## src/rtl/border_painter_flash.sv

```systemverilog
// border_painter_flash: pong goal borders with per-side goal-flash animation; optional walls via BORDER_TOP_BOTTOM_EN
module border_painter_flash #(
  parameter int         BORDER_WIDTH      = 8,
  parameter int         H_ACTIVE          = 640,
  parameter int         V_ACTIVE          = 480,
  parameter logic [5:0] BORDER_COLOR      = 6'b111111,
  parameter logic [5:0] FLASH_COLOR       = 6'b000011,
  parameter int         FLASH_FRAMES      = 32,
  parameter int         FLASH_HALF_PERIOD = 4
) (
  input  logic       clk,
  input  logic       reset,
  input  logic [9:0] hpos,
  input  logic [8:0] vpos,
  input  logic       frame_start,
  input  logic       flash_left,
  input  logic       flash_right,
  output logic       in_border,
  output logic [5:0] color,
  output logic       flash_busy
);
  localparam int CW = $clog2(FLASH_FRAMES + 1);
  localparam int HB = $clog2(FLASH_HALF_PERIOD);
  localparam logic [CW-1:0] FF = CW'(FLASH_FRAMES);
  logic [CW-1:0] cnt_left, cnt_right, el, er;
  logic [5:0] lc, rc;
  logic l, r, tb, act;
  // region decode and per-side phase colour; half period is a power of two so the phase is one bit of elapsed
  always_comb begin
    el = FF - cnt_left;
    er = FF - cnt_right;
    lc = (cnt_left != '0 && !el[HB]) ? FLASH_COLOR : BORDER_COLOR;
    rc = (cnt_right != '0 && !er[HB]) ? FLASH_COLOR : BORDER_COLOR;
    act = hpos < 10'(H_ACTIVE) && vpos < 9'(V_ACTIVE);
    l = hpos < 10'(BORDER_WIDTH);
    r = hpos >= 10'(H_ACTIVE - BORDER_WIDTH) && hpos < 10'(H_ACTIVE);
  end
`ifdef BORDER_TOP_BOTTOM_EN
  assign tb = vpos < 9'(BORDER_WIDTH) || (vpos >= 9'(V_ACTIVE - BORDER_WIDTH) && vpos < 9'(V_ACTIVE));
`else
  assign tb = 1'b0;
`endif
  // flash counters: trigger reloads and beats a same-cycle frame_start; count down once per frame, stop at 0
  always_ff @(posedge clk) begin
    if (reset) begin
      cnt_left  <= '0;
      cnt_right <= '0;
    end else begin
      cnt_left  <= flash_left ? FF : (frame_start && cnt_left != '0) ? cnt_left - CW'(1) : cnt_left;
      cnt_right <= flash_right ? FF : (frame_start && cnt_right != '0) ? cnt_right - CW'(1) : cnt_right;
    end
  end
  // registered outputs; left beats right beats walls
  always_ff @(posedge clk) begin
    if (reset) begin
      in_border  <= 1'b0;
      color      <= 6'b000000;
      flash_busy <= 1'b0;
    end else begin
      in_border  <= act && (l || r || tb);
      color      <= !act ? 6'b000000 : l ? lc : r ? rc : tb ? BORDER_COLOR : 6'b000000;
      flash_busy <= cnt_left != '0 || cnt_right != '0;
    end
  end
endmodule

```

## config.mk

```make
export PLATFORM = sky130hd
export DESIGN_NAME = border_painter_flash
export DESIGN_NICKNAME = d
export VERILOG_FILES = /design/src/rtl/border_painter_flash.sv
export SDC_FILE = /design/constraint.sdc
export NUM_CORES = 1
export LEC_CHECK = 0
export BUFFER_PORTS_ARGS = -buffer_cell sky130_fd_sc_hd__buf_2
export CAP_MARGIN = 10
export CORE_UTILIZATION = 29
export DETAILED_ROUTE_END_ITERATION = 12
export SYNTH_ARGS = -nofsm -noshare
export SYNTH_HDL_FRONTEND = slang
export SYNTH_SLANG_ARGS = --single-unit
export TNS_END_PERCENT = 50
```

## constraint.sdc

```tcl
create_clock -name clk -period 1.5 [get_ports clk]
set_clock_uncertainty 0.05 [all_clocks]
set_input_delay 0.15 -clock clk [delete_from_list [all_inputs] [get_ports clk]]
set_output_delay 0.15 -clock clk [all_outputs]
set_load 0.01 [all_outputs]
```

==> results of run 1 <==
## how the worst max path moves through the flow
stage / slack [ns] / startpoint / to / depth (start not counted)
detailed placement: -0.08 / cnt_left[0] / cnt_left[1] / 6
global route: -0.09 / cnt_right[0] / cnt_right[4] / 6
finish: 0.02 / cnt_left[2] / cnt_left[3] / 3
global placement: -0.03 / cnt_left[0] / cnt_left[1] / 6
CTS: 0.001 / cnt_left[2] / cnt_left[3] / 3
floorplan: 0.003 / cnt_left[0] / cnt_left[3] / 6
## sequential cells by signal, indices dropped and copies added (netlist names)
| name | cells |
|---|---|
| cnt_left | 6 |
| cnt_right | 6 |
| color | 2 |
| flash_busy | 1 |
| in_border | 1 |
## layout by cell type (no fill, tap or decap), types with 3 or more instances in the layout
cell type and count:
a211oi_1 5, a21oi_1 7, buf_2 23, buf_4 8
clkbuf_4 3, dfxtp_1 14, inv_1 5, nand2_1 7
nor2_1 10, nor3_1 4, or3_1 3, xnor2_1 3
## final cells by class
cell class	instances	area [um^2]
multi-input cells	69	485
fillers	277	1670
well taps	31	38.8
repair buffers	31	175
clock buffers	3	22.5
inverters	5	18.8
flip-flops and latches	16	323
## what timing repair did
action                                  CTS  global route
endpoints found under the setup margin    3             7
buffers inserted                          1             0
pin swaps                                 3             1
resized for setup                         5             6
## power by group through the flow
stage | Sequential (mW) | Clock (mW) | Combinational (mW)
detailed placement | 0.484 | 0 | 0.244
CTS | 0.474 | 0.230 | 0.254
global route | 0.482 | 0.243 | 0.297
finish | 0.478 | 0.219 | 0.266
global placement | 0.482 | 0 | 0.239
floorplan | 0.483 | 0 | 0.154
## stage by stage
| stage | instance area [um^2] | hold slack (ns) | setup WS (ns) | power, mW | std cells |
|---|---|---|---|---|---|
| 6_report | 1060 | 0.0654 | 0.0205 | 0.962 | 155 |
| 5_1_grt | 1060 | 0.0537 | -0.0855 | 1.02 | 155 |
| 4_1_cts | 1040 | 0.0572 | 0.000969 | 0.958 | 155 |
| 3_5_place_dp | 1000 | 0.365 | -0.0765 | 0.728 | 151 |
| 3_3_place_gp | 1000 | 0.349 | -0.0271 | 0.722 | 151 |
| 2_1_floorplan | 828 | 0.169 | 0.00266 | 0.638 | 95 |
## critical path: cells and delay by family (launching register included)
family | cells | cell delay, ns
AND/OR/NAND/NOR | 2 | 0.93
flip-flops | 1 | 0.32
AO/OA/AOI/OAI | 1 | 0.12
## cell families (layout without fill, tap and decap cells)
group,count (synthesis),after routing,synth area share [%]
buffers and inverters,10,39,6.34
DFF,16,16,38.7
adders and majority gates,3,3,4.53
AOI/OAI and AO/OA,22,22,17.7
xor gates and xnor gates,3,3,3.17
and+or+nand+nor,39,39,27.2
muxes,2,2,2.42
## layer usage
layer,wire [um],up-vias,track usage (%)
met1,788,342,14.9
met3,87,2,4.45
met2,729,25,17.7
met5,0,-,0
li1,-,394,-
met4,14,0,2.14
==> run_results.csv, run 1 <==
group,metric,value,unit
run_status,outcome,"finished, final reports clean",
floorplan,ioPinCount,32,
floorplan,die_width,55.4,um
critical_path,critical_path_arrival,1.65,ns
power,power.share.switching,28.2,%
global_routing,grt_use_total,11.3,%
synth,netlist_top_cells_area,"dfxtp_1 39%, a211oi_1 4.5%, ha_1 4.5%",
sta,max-slew-margin-rel,74.3,%
critical_path,crit-reg2reg-launch,"cnt_left[2]",
final_layout,post_route_cells_drive_above_1_share,39.5,%
power,pwr-share-seq,49.7,%
power,p_sw,271,uW
hold_path,worst_hold_path_type,"in2reg",
critical_path,setup_slack_of_the_worst_register_to_register_path,0.02,ns
critical_path,worst_setup_path_end_kind,"flip-flop",
synth,post_synth_most_frequent_cells,"16 x dfxtp_1, 10 x nor2_1, 7 x a21oi_1, 7 x nand2_1",
sta,final.setup.tns,0,ns
run,drv_cap,0,
critical_path,critical_path.max_fanout,3,
power,worst_ir_drop_vdd,0.000578,V
global_routing,first_global_vias,664,
critical_path,critical_path_required,1.67,ns
synth,synth_ff_type,"dfxtp_1",
synth,syn_inst,95,
synth,syn-cell-area,828,um^2
place,gpl.final_weighted_congestion,0.772,
global_routing,grt_max_degree,9,
cts,clk_pin_slew_worst_paths,0.09,ns
place,dpl.hpwl,1280,um
final_layout,insertedDiodeCount,0,
synth,synth_top_cell_by_area,"dfxtp_1",
synth,most_numerous_cell_in_the_yosys_netlist,"dfxtp_1",
sta,worst-slew-pin-transition,0.383,ns
cts,cts_root_buf,"clkbuf_4",
critical_path,rr_endpoint,"cnt_left[3]",
floorplan,die-height,55.4,um
floorplan,start_util,30.3,%
cts,clock_latency,0.28,ns
synth,mean_cell_area_of_the_mapped_netlist,8.72,um^2
floorplan,placement_rows,19,
route,finalWirelength,1620,um
cts,numClockSinks,16,
critical_path,crit_path_cell_trace,"or4b_4 -> or3_4 -> a21oi_2",
final_layout,layout.core_utilization,38.9,%
critical_path,critical_path.startpoint_type,"flip-flop",
sta,timing.final.crit_share,98.6,%
hold_path,hold_path_startpoint,"flash_right",
synth,ys_seq_area_share,38.7,%
power,comb_power_share,27.6,%
route,detail-route-antenna-nets,0,
route,detailedRoute.firstPassIterationCount,4,
sta,setup_repair_after_global_routing_missed_its_margin,"yes",
route,drt-vias-per-instance,4.92,
critical_path,max_stage_delay,0.55,ns
synth,fraction_of_post_synthesis_cell_area_in_the_top_cell_type_by_area,38.7,%
synth,postSynth.asyncResetShare,0,%
global_routing,wire_length_of_the_first_global_routing_pass,2790,um
sta,finalHoldViolations,0,
power,intPower,691,uW
synth,synth_edf_count,0,
route,detailroute.via_count,763,
route,remaining_drc_errors,0,
final_layout,design.final.nets,153,
route,dr_wl_cell,10.4,um
cts,clock_tree.buffer_depth,2,
hold_path,worst_hold_path.endpoint,"cnt_right[5]",
sta,final_setup_violations,0,
cts,clock_tree.htree_level_count,1,
cts,clock_buffer_count_from_cts,3,
synth,netlist-cell-type-count,29,
critical_path,crit_slowest_cell,"or4b_4",
final_layout,flow.area_growth_from_synthesis,28.4,%
floorplan,fp.dieArea,3070,um^2
global_routing,number_of_antenna_violations_at_the_first_check_in_global_routing,0,
power,total_leakage_power,0.457,nW
critical_path,worst-r2r-cell-count,3,
sta,max_clock_freq,0.676,GHz
power,power_per_cell_area,905,nW/um^2
synth,syn_nets,122,
sta,post-route-min-period,1.48,ns
synth,synth-warning-count,0,
synth,synth.ff_latch_count,16,
floorplan,design.core.area,2730,um^2
critical_path,setup.worst_path.class,"reg2reg",
cts,cts-hold-fix-buffers,0,
hold_path,min_path_cells,3,
route,drt_iter0_drc,34,
place,numPortBuffers,23,
power,clkPwrFrac,22.7,%
global_routing,total_overflow_reported_by_the_global_router,0,
cts,tritoncts,"yes",
sta,finalMaxSlewViolations,0,
Power figures use the tool's default switching activity.
==> inputs of run 2 (changes only) <==
clock period = 1.6 ns   (was 1.5 ns; I/O delays follow)
==> run_results.csv, run 2 (synthesis results as in run 1) <==
group,metric,value,unit
run_status,outcome,"finished, final reports clean",
final_layout,largest_registers,"cnt_left: 6 flops, cnt_right: 6 flops, color: 2 flops",
global_routing,grt_max_degree,10,
global_routing,total_overflow_reported_by_the_global_router,0,
route,detailedRoute.firstPassIterationCount,4,
final_layout,post_layout_nonfiller_instances,151,
cts,clock_buffer_count_from_cts,3,
route,remaining_drc_errors,0,
place,numPortBuffers,23,
cts,numClockSinks,16,
floorplan,ioPinCount,32,
route,finalWirelength,1620,um
global_routing,use_met2,18.2,%
cts,clock_tree.buffer_depth,2,
critical_path,critical_path.max_fanout,4,
power,power_per_cell_area,918,nW/um^2
sta,final.setup.tns,0,ns
final_layout,post_route_cells_drive_above_1_share,34.2,%
cts,cts_root_buf,"clkbuf_4",
sta,final_setup_violations,0,
critical_path,critical_path_required,1.78,ns
sta,post-route-min-period,1.52,ns
hold_path,worst_hold_path.endpoint,"cnt_right[5]",
cts,clk_pin_slew_worst_paths,0.09,ns
final_layout,fillcell_total,289,
sta,setup_repair_after_global_routing_missed_its_margin,"no",
cts,tritoncts,"yes",
sta,max_clock_freq,0.656,GHz
critical_path,rr_endpoint,"cnt_left[3]",
final_layout,insertedDiodeCount,0,
final_layout,final_common_cell,"buf_2",
place,gpl.final_weighted_congestion,0.772,
sta,max-slew-margin-rel,81.4,%
cts,clock_tree.htree_level_count,1,
global_routing,first_global_vias,666,
critical_path,crit-reg2reg-launch,"cnt_left[0]",
final_layout,flow.area_growth_from_synthesis,22.7,%
critical_path,worst-r2r-cell-count,6,
floorplan,die_width,55.4,um
route,detail-route-antenna-nets,0,
critical_path,critical_path_arrival,1.71,ns
route,drt-vias-per-instance,4.90,
cts,clock_latency,0.29,ns
critical_path,critical_path.startpoint_type,"flip-flop",
floorplan,design.core.area,2730,um^2
power,worst_ir_drop_vdd,0.000577,V
floorplan,start_util,30.3,%
final_layout,design.final.nets,148,
global_routing,grt_use_total,11.5,%
sta,timing.final.crit_share,95.3,%
cts,cts-hold-fix-buffers,0,
cts,ctsResizeCount,1,
place,place.detailed.instances,147,
place,dpl.hpwl,1270,um
floorplan,placement_rows,19,
cts,postCtsSetupRepairBufs,0,
hold_path,hold_path_startpoint,"reset",
route,drt_iter0_drc,28,
floorplan,fp.dieArea,3070,um^2
final_layout,mostFrequentLayoutCells,"23 x buf_2, 15 x dfxtp_1, 10 x nor2_1",
critical_path,setup_slack_of_the_worst_register_to_register_path,0.08,ns
critical_path,setup.worst_path.class,"reg2reg",
run,drv_cap,0,
hold_path,min_path_cells,2,
power,total_leakage_power,0.440,nW
hold_path,worst_hold_path_type,"in2reg",
route,dr_wl_cell,10.7,um
global_routing,wire_length_of_the_first_global_routing_pass,2830,um
global_routing,grt_use_met3,1.64,%
global_routing,number_of_antenna_violations_at_the_first_check_in_global_routing,0,
sta,worst-slew-pin-transition,0.277,ns
global_routing,groute.layer.met1.usage,14.6,%
critical_path,worst_setup_path_end_kind,"flip-flop",
global_routing,gr-max-usage-layer,"met2",
route,detailroute.via_count,740,
sta,finalMaxSlewViolations,0,
floorplan,die-height,55.4,um
sta,finalHoldViolations,0,
-- run 2: area by class of cell --
class	count	area [um^2]	share of cell area, %
well taps	31	38.8	3.82
repair buffers	26	138	13.5
inverters	5	18.8	1.85
multi-input cells	69	463	45.6
flip-flops and latches	16	322	31.7
clock buffers	4	36.3	3.57
-- run 2: routing by layer --
layer | up-vias | wire length, um
li1 | 387 | -
met1 | 328 | 775
met2 | 23 | 726
met3 | 2 | 94
met4 | 0 | 20
met5 | - | 0
-- run 2: critical path: stages, from the launching register on --
cell     delay, ns
dfxtp_2       0.36
inv_1         0.05
ha_1          0.21
nor2b_4       0.14
and2_2        0.20
or3_1         0.35
a21oi_2       0.11
-- run 2: metrics by stage --
step | worst slack [ns] | hold WS (ns) | power [mW] | instance area, um^2 | utilization (%)
global route | 0.0138 | 0.0543 | 0.996 | 1020 | 37.2
CTS | 0.0301 | 0.0473 | 0.945 | 1010 | 36.9
detailed placement | 0.0113 | 0.368 | 0.670 | 971 | 35.5
finish | 0.0759 | 0.0580 | 0.932 | 1020 | 37.2
floorplan | 0.103 | 0.179 | 0.598 | 828 | -
global placement | 0.0626 | 0.360 | 0.663 | 971 | 35.5
-- run 2: worst max path at each step --
| stage | from | depth (start not counted) | to | slack (ns) |
|---|---|---|---|---|
| global placement | cnt_left[0] | 6 | cnt_left[3] | 0.06 |
| global route | cnt_left[0] | 6 | cnt_left[3] | 0.01 |
| finish | cnt_left[0] | 6 | cnt_left[3] | 0.08 |
| detailed placement | cnt_left[0] | 6 | cnt_left[3] | 0.01 |
| floorplan | cnt_left[0] | 6 | cnt_left[3] | 0.10 |
| CTS | cnt_left[0] | 6 | cnt_left[3] | 0.03 |
-- run 2: power by group --
group | internal, mW | total (mW) | switching, mW
Clock | 0.139 | 0.269 | 0.131
Sequential | 0.423 | 0.447 | 0.0240
Combinational | 0.114 | 0.216 | 0.102
Total | 0.676 | 0.932 | 0.256
